**src/rtl/stark_pkg.sv**
```systemverilog
// Shared types and constants for the Stark decode-side micro-op scheduler.
package stark_pkg;

    // Number of decoder slots fed per cycle
    localparam int unsigned DEC_WIDTH = 4;
    // Default cache-line tag width used by constant-kill matching
    localparam int unsigned LTAG_W    = 4;

    // Micro-op as produced by instruction extraction
    typedef struct packed {
        logic [7:0] opcode;
        logic [7:0] operand;
    } micro_op_t;

    // One queue entry: the micro-op plus what is needed to match constant reports
    typedef struct packed {
        micro_op_t         uop;
        logic [3:0]        pos;
        logic [LTAG_W-1:0] line;
        logic              kill;
    } dsq_entry_t;

endpackage

```
**src/rtl/stark_dsq_compact.sv**
```systemverilog
// In-order compaction of a 4-slot input group: per-slot write offset and total count.
module stark_dsq_compact
    import stark_pkg::*;
(
    input  logic [DEC_WIDTH-1:0]      slot_v,
    output logic [DEC_WIDTH-1:0][1:0] wr_off,
    output logic [2:0]                enq_n
);

    // Each valid slot lands after all lower-numbered valid slots
    always_comb begin
        logic [2:0] acc;
        acc    = '0;
        wr_off = '0;
        for (int unsigned i = 0; i < DEC_WIDTH; i++) begin
            wr_off[i] = acc[1:0];
            acc       = acc + {2'b00, slot_v[i]};
        end
        enq_n = acc;
    end

endmodule

```
**src/rtl/stark_decode_sched.sv**
```systemverilog
// Micro-op queue and 4-wide group scheduler in front of the Stark decoders.
module stark_decode_sched
    import stark_pkg::*;
#(
    parameter int unsigned QDEPTH = 16,
    // Must match the line field width of dsq_entry_t
    parameter int unsigned LTAG_W = stark_pkg::LTAG_W
) (
    input  logic                        clk,
    input  logic                        rst,
    input  logic                        flush,
    input  logic                        in_valid,
    output logic                        in_ready,
    input  logic [3:0]                  in_slot_v,
    input  micro_op_t [3:0]             in_uop,
    input  logic [3:0][3:0]             in_pos,
    input  logic [LTAG_W-1:0]           in_line,
    input  logic                        ck_valid,
    input  logic [LTAG_W-1:0]           ck_line,
    input  logic [15:0]                 ck_mask,
    input  logic                        out_ready,
    output logic [3:0]                  out_v,
    output logic [3:0]                  out_nop,
    output micro_op_t [3:0]             out_uop,
    output logic [$clog2(QDEPTH):0]     q_count
);

    localparam int unsigned IDX_W = $clog2(QDEPTH);
    localparam int unsigned PTR_W = IDX_W + 1;

    dsq_entry_t              mem_q [QDEPTH];
    dsq_entry_t              mem_d [QDEPTH];
    logic [PTR_W-1:0]        head_q, head_d, tail_q, tail_d, count_q, count_d;
    logic                    in_ready_q, in_ready_d;
    logic [3:0]              out_v_q, out_v_d, out_nop_q, out_nop_d;
    micro_op_t [3:0]         out_uop_q, out_uop_d;

    logic [DEC_WIDTH-1:0][1:0] wr_off;
    logic [2:0]                cmp_n;
    logic                      fire, load;
    logic [2:0]                enq_n, avail_n, deq_n;

    stark_dsq_compact u_compact (
        .slot_v (in_slot_v),
        .wr_off (wr_off),
        .enq_n  (cmp_n)
    );

    function automatic logic ck_hit(input logic v, input logic [LTAG_W-1:0] cl,
                                    input logic [15:0] m, input logic [LTAG_W-1:0] l,
                                    input logic [3:0] p);
        return v && (l == cl) && m[p];
    endfunction

    // Next-state for queue storage, pointers, ready and the presented group
    always_comb begin
        logic [IDX_W-1:0] idx;
        idx     = '0;
        fire    = in_valid & in_ready_q;
        enq_n   = fire ? cmp_n : 3'd0;
        load    = out_ready | ~(|out_v_q);
        avail_n = (count_q >= PTR_W'(DEC_WIDTH)) ? 3'd4 : count_q[2:0];
        deq_n   = load ? avail_n : 3'd0;

        // Constant kill applies to every stored entry, including ones loading now
        for (int unsigned i = 0; i < QDEPTH; i++) begin
            mem_d[i] = mem_q[i];
            if (ck_hit(ck_valid, ck_line, ck_mask, mem_q[i].line, mem_q[i].pos))
                mem_d[i].kill = 1'b1;
        end

        if (fire) begin
            for (int unsigned s = 0; s < DEC_WIDTH; s++) begin
                if (in_slot_v[s]) begin
                    idx = tail_q[IDX_W-1:0] + IDX_W'(wr_off[s]);
                    mem_d[idx].uop  = in_uop[s];
                    mem_d[idx].pos  = in_pos[s];
                    mem_d[idx].line = in_line;
                    mem_d[idx].kill = ck_hit(ck_valid, ck_line, ck_mask, in_line, in_pos[s]);
                end
            end
        end

        out_v_d   = out_v_q;
        out_nop_d = out_nop_q;
        out_uop_d = out_uop_q;
        head_d    = head_q;
        if (load) begin
            for (int unsigned i = 0; i < DEC_WIDTH; i++) begin
                idx = head_q[IDX_W-1:0] + IDX_W'(i);
                if (i < 32'(avail_n)) begin
                    out_v_d[i]   = 1'b1;
                    out_uop_d[i] = mem_q[idx].uop;
                    out_nop_d[i] = mem_q[idx].kill |
                                   ck_hit(ck_valid, ck_line, ck_mask, mem_q[idx].line, mem_q[idx].pos);
                end else begin
                    out_v_d[i]   = 1'b0;
                    out_uop_d[i] = '0;
                    out_nop_d[i] = 1'b0;
                end
            end
            head_d = head_q + PTR_W'(avail_n);
        end

        tail_d     = tail_q + PTR_W'(enq_n);
        count_d    = count_q + PTR_W'(enq_n) - PTR_W'(deq_n);
        in_ready_d = (PTR_W'(QDEPTH) - count_d) >= PTR_W'(DEC_WIDTH);

        // Flush wins over enqueue, kill and load in the same cycle
        if (flush) begin
            for (int unsigned i = 0; i < QDEPTH; i++) mem_d[i] = mem_q[i];
            head_d     = '0;
            tail_d     = '0;
            count_d    = '0;
            out_v_d    = '0;
            out_nop_d  = '0;
            out_uop_d  = '0;
            in_ready_d = 1'b1;
        end
    end

    // State registers with asynchronous active-low reset
    always_ff @(posedge clk or negedge rst) begin
        if (!rst) begin
            mem_q      <= '{default: '0};
            head_q     <= '0;
            tail_q     <= '0;
            count_q    <= '0;
            in_ready_q <= 1'b1;
            out_v_q    <= '0;
            out_nop_q  <= '0;
            out_uop_q  <= '0;
        end else begin
            mem_q      <= mem_d;
            head_q     <= head_d;
            tail_q     <= tail_d;
            count_q    <= count_d;
            in_ready_q <= in_ready_d;
            out_v_q    <= out_v_d;
            out_nop_q  <= out_nop_d;
            out_uop_q  <= out_uop_d;
        end
    end

    assign in_ready = in_ready_q;
    assign out_v    = out_v_q;
    assign out_nop  = out_nop_q;
    assign out_uop  = out_uop_q;
    assign q_count  = count_q;

    // Upstream must never offer a group while the queue is not ready
    a_no_enq_when_full: assert property (@(posedge clk) disable iff (!rst)
        !(in_valid && !in_ready_q && !flush));

endmodule
```
**config.mk**
```make
export PLATFORM = sky130hd
export DESIGN_NAME = stark_decode_sched
export DESIGN_NICKNAME = d
export VERILOG_FILES = /design/src/rtl/stark_pkg.sv /design/src/rtl/stark_dsq_compact.sv /design/src/rtl/stark_decode_sched.sv
export SDC_FILE = /design/constraint.sdc
export NUM_CORES = 2
export LEC_CHECK = 0
export BUFFER_PORTS_ARGS = -buffer_cell sky130_fd_sc_hd__buf_4
export CAP_MARGIN = 20
export CORE_MARGIN = 5
export CORE_UTILIZATION = 40
export DETAILED_ROUTE_END_ITERATION = 12
export PLACE_DENSITY = 0.63
export SYNTH_ARGS = -nofsm -noshare
export SYNTH_HDL_FRONTEND = slang
export SYNTH_SLANG_ARGS = --single-unit
```
**constraint.sdc**
```tcl
create_clock -name clk -period 5.5 [get_ports clk]
set_input_delay 0.275 -clock clk [delete_from_list [all_inputs] [get_ports clk]]
set_output_delay 0.275 -clock clk [all_outputs]
set_load 0.03 [all_outputs]
```
==> impl_metrics.json <==
{
  "hold_slack_ns": 0.0132,
  "p_seq_frac": 0.268,
  "max_freq_ghz": 0.233,
  "final_antenna_net_count": 0,
  "postCtsHoldBufs": 16,
  "synthTopCellsByCount": "nand2_1, mux4_2, clkbuf_1",
  "post-synth-top-count-cell": "nand2_1",
  "clk_latency_ns": 0.71,
  "core_area_um2": 122000,
  "powerDensity_nw_per_um2": 502,
  "skew_ns": 0.0439,
  "initial_core_util": 0.403,
  "cts.repair.resized": 0,
  "power_frac_clock": 0.161,
  "die_height_um": 361,
  "drt_pre_antenna_iters": 7,
  "die_area_um2": 130000,
  "endpoint_kind": "register",
  "worstSetupStartpointType": "register",
  "worstPathMaxFanout": 18,
  "postCtsSetupRepairBufs": 0,
  "setup_viol": 0,
  "nets": 5151,
  "cts_buffer_depth": 3,
  "power.internal_mw": 14.3,
  "outcome": "finished clean",
  "synth_edf_count": 0,
  "post-place-ws_ns": 1.29,
  "antenna_found_initial": 32,
  "root_buffer": "clkbuf_16",
  "routedWlPerCell_um": 34.6,
  "grt_usage": 0.343,
  "place_congestion": 1.02,
  "first_iter_violations": 8185,
  "slew_violations": 0,
  "die_w_um": 361,
  "synth_top_area_frac": 0.249,
  "routed_wl_mm": 232,
  "fin_ws_ns": 1.21,
  "path_clk_slew_ns": 0.07,
  "cts_tree": "yes",
  "grt_max_degree": 197,
  "ys_ff_latch": 486,
  "synth_sequential_area_ratio": 0.247,
  "port_buffers": 191,
  "vias_per_cell": 7.25,
  "ir_worst_vdd_mv": 0.351,
  "syn_to_final_growth_pct": 9.43,
  "num_vias": 48600,
  "period_share": 0.781,
  "drive_above_1_share": 0.232,
  "drc_errors": 0,
  "async_reset_ff_frac": 1.00,
  "synth_area_leaders": "mux4_2, dfrtp_1, mux2i_1, nand2_1, a211oi_1",
  "numCtsBuffers": 60,
  "reg2reg_slack_ns": 1.21,
  "syn-num-nets": 5412,
  "fin_setup_tns_ns": 0,
  "cellLeakagePower_nw": 20.6,
  "cts_sinks": 486,
  "synthCells": 5264,
  "grt_setup_unrepaired": "no",
  "synth_cell_types": 90,
  "grt_pass1_vias": 44700,
  "critPathArrivalTime_ns": 4.84,
  "io_pins": 192,
  "slew_headroom": 0.136,
  "rows": 128,
  "synthFlopType": "dfrtp_1",
  "pwr-share-comb": 0.571,
  "total_power_mw": 27.1,
  "netlist_area_um2": 49300,
  "switchingPower_mw": 12.8,
  "crit_required_ns": 6.04,
  "grt-ovfl-total": 0,
  "place_hpwl_mm": 147,
  "hold_violations": 0,
  "p_sw_frac": 0.472,
  "ys_warn_count": 0,
  "cts_max_level": 2,
  "grt_pass1_wl_mm": 331,
  "tightestPinTransition_ns": 1.30,
  "crit_type": "register to register",
  "maxCapViolCount": 0,
  "hold_path.class": "input pin to register",
  "timing.final.crit_period_ns": 4.29,
  "yosysTopAreaCell": "mux4_2",
  "syn_area_per_cell_um2": 9.36
}
path summary, 6_finish.rpt:
path / to / cells past startpoint / startpoint
max: mem_q[23] / 9 / tail_q[1]
min: mem_q[36] / 3 / in_uop[50]
max reg2reg: mem_q[23] / 9 / tail_q[1]
min reg2reg: out_uop[0] / 2 / out_uop[0]
max in group asynchronous: mem_q[291] / 3 / rst
min in group asynchronous: q_count[0] / 2 / rst
cells by family after synthesis:
logic type | synth area share
flip-flops | 0.247
AND/OR/NAND/NOR | 0.125
adder cells (fa/ha/maj) | 0.0100
multiplexers | 0.335
buffers and inverters | 0.0624
XOR/XNOR | 0.0184
AO/OA/AOI/OAI | 0.202
stage by stage:
step	utilization	area, um2	cells
floorplan	-	49300	5264
global placement	0.422	51600	6547
detailed placement	0.422	51600	6548
CTS	0.441	53900	6678
global route	0.441	53900	6686
finish	0.441	53900	6706
state kept, by name, summed over array words and instances, names as in the netlist:
| signal | flops |
|---|---|
| head_q | 4 |
| in_ready | 1 |
| mem_q | 400 |
| out_nop | 4 |
| out_uop | 64 |
| out_v | 4 |
| q_count | 5 |
| tail_q | 4 |
critical path, stage by stage (launching register included):
cell	delay (ns)
dfrtp_1	0.85
ha_1	0.36
a21oi_1	0.28
o21a_1	0.62
nor2_4	0.21
nor3_2	0.98
buf_4	0.40
a211oi_1	0.08
a211oi_1	0.27
o31ai_1	0.09
cell usage in the layout, fill, tap and decap left out, drive strengths merged, types with 17 or more instances in the layout:
| cell | Yosys | layout |
|---|---|---|
| nand3b | 24 | 24 |
| o21ai | 408 | 408 |
| mux2 | 72 | 72 |
| a211oi | 331 | 331 |
| and3 | 19 | 19 |
| dfrtp | 485 | 485 |
| a21o | 108 | 108 |
| clkbuf | 507 | 86 |
| xnor2 | 28 | 28 |
| o211ai | 140 | 140 |
| nor3 | 40 | 40 |
| a21oi | 283 | 283 |
| nand3 | 136 | 136 |
| nand2 | 716 | 716 |
| buf | 169 | 337 |
| nor2 | 443 | 443 |
| nor2b | 21 | 21 |
| a311oi | 20 | 20 |
| xor2 | 70 | 70 |
| mux4 | 555 | 555 |
| a211o | 22 | 22 |
| a41oi | 17 | 17 |
| o31ai | 79 | 79 |
| inv | 55 | 60 |
| mux2i | 316 | 316 |
| a32o | 32 | 32 |
| ha | 25 | 25 |
| diode | 0 | 26 |
per-layer routing:
metal / vias to the layer above / global-route usage / part of all wire / wire (um)
li1: 19500 / - / - / -
met1: 23700 / 0.432 / 0.34 / 79800
met2: 4349 / 0.475 / 0.41 / 94900
met3: 1076 / 0.142 / 0.16 / 36800
met4: 26 / 0.238 / 0.087 / 20300
met5: - / 0.00472 / 0.00094 / 217
final cells by class:
type | instances | area [um2]
clock inverters | 28 | 320
inverters | 56 | 210
diodes | 26 | 65.1
clock buffers | 86 | 1770
fillers | 11500 | 68200
flip-flops and latches | 486 | 12200
repair buffers | 353 | 2880
multi-input cells | 4046 | 34500
well taps | 1625 | 2030
power by group through the flow:
stage                     registers [mW]  logic, mW  clock network (mW)
final                               7.25       15.5                4.36
after floorplan                     6.40       10.7                   0
after global routing                7.39       16.2                4.50
after detailed placement            7.17       14.9                   0
after global placement              7.10       14.8                   0
after CTS                           7.12       15.0                4.37
(Power assumes the default switching activity.)
